## src/rtl/mem_arbiter.sv

```systemverilog
// mem_arbiter: shares one memory port between an instruction and a data requester,
// data-first with a starvation bound and speculative instruction refetch.
package mem_arbiter_pkg;
  typedef struct packed {
    logic        mem_valid;
    logic        mem_fence;
    logic        mem_spec;
    logic        mem_instr;
    logic [31:0] mem_addr;
    logic [31:0] mem_wdata;
    logic [3:0]  mem_wstrb;
  } mem_in_type;
  typedef struct packed {
    logic        mem_ready;
    logic [31:0] mem_rdata;
  } mem_out_type;
endpackage

module mem_arbiter
  import mem_arbiter_pkg::*;
#(
  parameter int STARVE_LIMIT = 4
) (
  input  logic        clock,
  input  logic        reset,
  input  mem_in_type  imem_in,
  output mem_out_type imem_out,
  input  mem_in_type  dmem_in,
  output mem_out_type dmem_out,
  output mem_in_type  mem_in,
  input  mem_out_type mem_out
);
  localparam int SW = $clog2(STARVE_LIMIT + 1);
  localparam logic [SW-1:0] LIM = SW'(STARVE_LIMIT);
  typedef enum logic [1:0] {IDLE, IBUSY, DBUSY} state_t;
  state_t r_state, w_next;
  logic r_ipv, r_dpv, r_issue, r_stale;
  logic [SW-1:0] r_starve;
  mem_in_type r_ireq, r_dreq, r_req, w_ireq, w_dreq;
  logic w_inew, w_dacc, w_ip, w_dp, w_gi, w_gd, w_done, w_iresp, w_dresp;
  // A strobe seen at the granting edge counts as pending, giving 1-cycle issue latency
  always_comb begin
    w_inew = imem_in.mem_valid;
    w_ireq = w_inew ? imem_in : r_ireq;
    w_ip = r_ipv | w_inew;
    w_done = (r_state != IDLE) & mem_out.mem_ready;
    w_dacc = dmem_in.mem_valid & ~r_dpv & ((r_state != DBUSY) | mem_out.mem_ready);
    w_dreq = w_dacc ? dmem_in : r_dreq;
    w_dp = r_dpv | w_dacc;
    w_gi = (r_state == IDLE) & w_ip & (~w_dp | (r_starve == LIM));
    w_gd = (r_state == IDLE) & w_dp & ~w_gi;
    w_next = w_gi ? IBUSY : w_gd ? DBUSY : w_done ? IDLE : r_state;
    w_iresp = (r_state == IBUSY) & mem_out.mem_ready & ~r_stale;
    w_dresp = (r_state == DBUSY) & mem_out.mem_ready;
    imem_out = '{mem_ready: w_iresp, mem_rdata: w_iresp ? mem_out.mem_rdata : 32'd0};
    dmem_out = '{mem_ready: w_dresp, mem_rdata: w_dresp ? mem_out.mem_rdata : 32'd0};
    mem_in = r_req;
    mem_in.mem_valid = r_issue;
  end
  always_ff @(posedge clock or negedge reset) begin
    if (!reset) r_state <= IDLE;
    else r_state <= w_next;
  end
  always_ff @(posedge clock or negedge reset) begin
    if (!reset) begin
      r_ipv <= 1'b0;
      r_dpv <= 1'b0;
      r_issue <= 1'b0;
      r_stale <= 1'b0;
      r_starve <= '0;
      r_ireq <= '0;
      r_dreq <= '0;
      r_req <= '0;
    end else begin
      r_ipv <= w_ip & ~w_gi;
      r_dpv <= w_dp & ~w_gd;
      r_ireq <= w_ireq;
      r_dreq <= w_dreq;
      r_req <= w_gi ? w_ireq : w_gd ? w_dreq : r_req;
      r_issue <= w_gi | w_gd;
      r_stale <= w_done ? 1'b0 : ((r_state == IBUSY) & w_inew & imem_in.mem_spec) ? 1'b1 : r_stale;
      r_starve <= w_gi ? '0 : (w_gd & w_ip & (r_starve != LIM)) ? r_starve + 1'b1 : r_starve;
    end
  end
endmodule

```

## config.mk

```make
export PLATFORM = sky130hd
export DESIGN_NAME = mem_arbiter
export DESIGN_NICKNAME = d
export VERILOG_FILES = /design/src/rtl/mem_arbiter.sv
export SDC_FILE = /design/constraint.sdc
export NUM_CORES = 1
export LEC_CHECK = 0
export ABC_AREA = 1
export CAP_MARGIN = 20
export CORE_ASPECT_RATIO = 0.8
export CORE_UTILIZATION = 46
export CTS_BUF_LIST = sky130_fd_sc_hd__clkbuf_16
export DETAILED_ROUTE_END_ITERATION = 6
export PLACE_DENSITY = 0.91
export SYNTH_ARGS = -nofsm -noshare
export SYNTH_HDL_FRONTEND = slang
export SYNTH_SLANG_ARGS = --single-unit
```

## constraint.sdc

```tcl
create_clock -name clock -period 1.95 [get_ports clock]
set_clock_uncertainty 0.1 [all_clocks]
set_input_delay 0.39 -clock clock [delete_from_list [all_inputs] [get_ports clock]]
set_output_delay 0.39 -clock clock [all_outputs]
set_load 0.05 [all_outputs]
```

# == After elaboration in Yosys (flattened, before gate mapping) ==
# Index checks and enable logic that the tools add are counted.
# totals
register_bits,224
output_inout_bits,138
word_cells,77
# op_classes
n_addsub,1
eq_ne,5
n_mux,13
bitwise_logic,26
reduce_logical,6
# op_table
cell,n
$mux W72,2
$mux W71,2
$mux W32,2
$and A1 B1 Y1,16
$reduce_bool A2 Y1,4
$mux W2,3
$mux W3,2
$not A1 Y1,5
$or A1 B1 Y1,5
$add A3 B1 Y3 const B,1
$eq A3 B3 Y1 const B,1
$ne A3 B3 Y1 const B,1
$reduce_bool A3 Y1,1
$eq A2 B1 Y1 const B,1
$eq A2 B2 Y1 const B,1
$logic_not A2 Y1,1
$mux W1,2
$ne A2 B2 Y1 const B,1

# == Depth between registers and ports, before layout ==
# depth
ltp_word,13
ltp_mapped,10

# == Least setup slack after synthesis ==
# No wires, ideal clock.
# synth_path
kind,input to output
startpoint,input mem_out[32] in the netlist's numbering
endpoint,output dmem_out[10] in the netlist's numbering
arrival_time_ps,1611
path_slack_ps,-151
path_stages,5
path_cell_list,inv_1 -> nor3_1 -> inv_1 -> clkbuf_1 -> nor2_1
# synth_rtl
element,line_no,rtl
start: declaration,31,input mem_out_type mem_out
end: declaration,29,"output mem_out_type dmem_out,"

==> summary.md <==
| Metric | Value |
|---|---|
| Ys Warns | 0 |
| Yosys top cell area share | 0.580 |
| Final core occ | 0.742 |
| Hold path cells | 3 |
| Data required time of the critical path | about 1.5 ns |
| Crit path DAT | 1.91 ns |
| Largest net degree at the start of global routing | 64 |
| Final setup violation count | 66 |
| Rel. slew slack | 0.652 |
| Area delta synth->final | 56.0% |
| Vias | 10.0k |
| Period utilization | 1.23 |
| Reg clk slew, reported paths | ~0.060 ns |
| Total wire length | 35.0 mm |
| Syn_area_per_cell | 8.26 µm² |
| Via density | 5.73 |
| Drt pass-1 iters | 7 |
| First-pass GRT wire length | 52.3 mm |
| Place WS | -0.417 ns |
| Initial drt markers | approximately 1.3k |
| Die ar. | 0.0214 mm² |
| Max Freq | roughly 420 MHz |
| CTS tree | done |
| Clk sink count | around 220 |
| Worst R2R Path Depth | 7 |
| Flop-to-flop setup slack | 0.10 ns |
| Min Tclk post-route | 2.40 ns |
| P_leak | 7.38 nW |
| Total power | between 20 and 25 mW |
| Synth top area cells | dfrtp_1 58%, nand2_1 17%, nand3_1 15%, nor2_1 2.8%, clkbuf_1 1.8% |
| Ports | 317 |
| Die width | 163 µm |
| Mapped Cells | around 1.2k |
| Share of layout cells above drive strength 1 | 0.205 |
| H-tree Lvls | 1 |
| Hold_sp | imem_in[71] |
| Worst skew pair latency | 0.50 ns |
| Cell Area, Synth | approximately 0.0096 mm² |
| Buffers on Ports | 316 |
| Cell Pwr Density | 1550 mW/mm² |
| Max VDD drop | about 1200 µV |
| Unique masters post-synth | 19 |
| Syn Nets | 1,342 |
| FF-to-FF Start | r_state[1] |
| Worst setup path category | reg2out |
| Clk root buf | clkbuf_16 |
| FF+latch count, synth | roughly 220 |
| Initial Utilization | 0.476 |
| Avg WL per Cell | 20.0 µm |
| CP Max Fanout | 32 |
| Floorplan core area | 0.0201 mm² |
| Slew @ Worst Pin | roughly 0.52 ns |
| Number of fill cells | approximately 1.2k |
| DP Cell Count | around 1.7k |
| Crit start category | flip-flop |
| Sequential fraction of the synthesis area | 0.580 |
| Max-slew violation count | 0 |
| Post-DP HPWL | 22.1 mm |
| Vias in the first global route | about 9.8k |
| RSZ-0062 raised after global routing | yes |
| Max-cap violations | 0 |
| GR Overflow Total | 0 |
| Failing checks | design-rule violations, negative setup slack |
| Maximum root-to-sink buffer count | 3 |
| Fin worst setup slack | -0.445 ns |
| Endpoint class of the critical path | output port |
| Hold EP | r_ipv |
| Number of remaining DRC errors | 5 |
| R2R Path End | r_state[1] |
| Inserted Clock Buffers | 22 |
| RD Place Congestion | 0.897 |
| Std-Cell Rows | 46 |
| Fin cells | 1,752 |
| Routed Antenna Nets | 0 |
| Overall Global Routing Usage | 0.309 |
| Final hold vios | 0 |
| Layout net count | 1,653 |
| Run status | finished, violations left |
| Worst Hold Class | in2reg |
| Initial antenna violation count | 2 |
| Area leader, netlist | dfrtp_1 |
| Die Y | 131 µm |
## synth_stat cells
cell type,instances
a21oi_1,1
buf_1,3
buf_2,23
buf_4,8
buf_6,4
clkbuf_1,45
dfrtp_1,222
ha_1,2
inv_1,44
inv_2,5
nand2_1,433
nand2_2,1
nand2_4,2
nand3_1,290
nor2_1,71
nor3_1,1
nor3_2,1
o21ai_0,4
xor2_1,1
## power by group
group	internal, mW	leakage [nW]	switching (mW)
registers	6.12	2.78	0.738
clock network	2.40	0.348	1.78
logic	4.09	4.25	8.06
total	12.6	7.38	10.6
## placed cells by master (no fill, tap or decap), types with 2 or more instances in the layout
cell,instances
buf_4,100
nand2_1,431
inv_2,8
clkinv_2,4
bufinv_16,2
nand2_2,3
inv_1,43
clkinv_1,6
dfrtp_1,221
clkinvlp_4,2
buf_6,2
nand2_4,2
clkbuf_16,24
o21ai_0,4
buf_12,88
nor2_1,6
clkdlybuf4s50_1,175
nor2_4,38
nor2_2,27
nand3_1,289
ha_1,2
## state kept, by name, summed over array words and instances, names as in the netlist
name and cells:
mem_in 71, r_dpv 1, r_dreq 71, r_ipv 1
r_ireq 71, r_issue 1, r_stale 1, r_starve 3
r_state 2
## critical path, cell delays in order, from the launching register on
cell and delay (ns):
dfrtp_2 0.42, inv_2 0.06, nor3_1 0.16, buf_4 0.16, inv_2 0.04, buf_12 0.19
nor2_2 0.21, buf_12 0.17
## kinds of logic after synthesis
| family | count (synthesis) | share of synthesized area |
|---|---|---|
| simple gates | 799 | 0.353 |
| compound gates | 5 | 0.00261 |
| flops | 222 | 0.580 |
| xor+xnor | 1 | 0.000914 |
| fa+ha+maj | 2 | 0.00261 |
| buf+inv | 132 | 0.0610 |
## what timing repair did
item | in CTS | in global routing
resized for setup | 49 | 56
gates cloned | 0 | 2
hold buffers | 1 | 0
hold endpoints to repair | 53 | 0
setup buffers | 1 | 2
endpoints found under the setup margin | 66 | 86
pin swaps | 0 | 3
## how the worst max path moves through the flow
| stage | cells past startpoint | end | startpoint | slack, ns |
|---|---|---|---|---|
| 6_report | 7 | dmem_out[8] | r_state[1] | -0.45 |
| 5_1_grt | 7 | dmem_out[8] | r_state[1] | -0.48 |
| 4_1_cts | 7 | imem_out[25] | r_state[0] | -0.39 |
| 3_5_place_dp | 8 | dmem_out[3] | mem_out[32] | -0.42 |
| 3_3_place_gp | 8 | dmem_out[25] | mem_out[32] | -0.36 |
| 2_1_floorplan | 5 | dmem_out[10] | mem_out[32] | -0.15 |
## area by class of cell
| class | count | area [µm²] | area share |
|---|---|---|---|
| Multi-Input combinational cell | 807 | 3820 | 0.256 |
| Tap cell | 264 | 330 | 0.0221 |
| Clock inverter | 16 | 125 | 0.00837 |
| Inverter | 49 | 184 | 0.0123 |
| Timing Repair Buffer | 370 | 4350 | 0.291 |
| Clock buffer | 23 | 576 | 0.0385 |
| Sequential cell | 222 | 5560 | 0.372 |
| Antenna cell | 1 | 2.50 | 0.000167 |
## routing by layer
layer / global-route usage / part of all wire / vias to the layer above
met1: 0.411 / 0.37 / 4860
met4: 0.0826 / 0.029 / 2
li1: - / - / 4324
met2: 0.520 / 0.50 / 748
met5: 0 / 0.00029 / -
met3: 0.0505 / 0.096 / 109
## stage by stage
| stage | area [µm²] | hold slack (ns) | TNS, ns |
|---|---|---|---|
| floorplan | 9600 | -0.00559 | -7.79 |
| global placement | 13800 | 0.271 | -29.54 |
| detailed placement | 13800 | 0.279 | -36.05 |
| CTS | 14700 | 0.172 | -21.39 |
| global route | 15000 | 0.202 | -24.31 |
| finish | 15000 | 0.176 | -21.54 |
No activity file was read; power rests on OpenSTA's default activity.
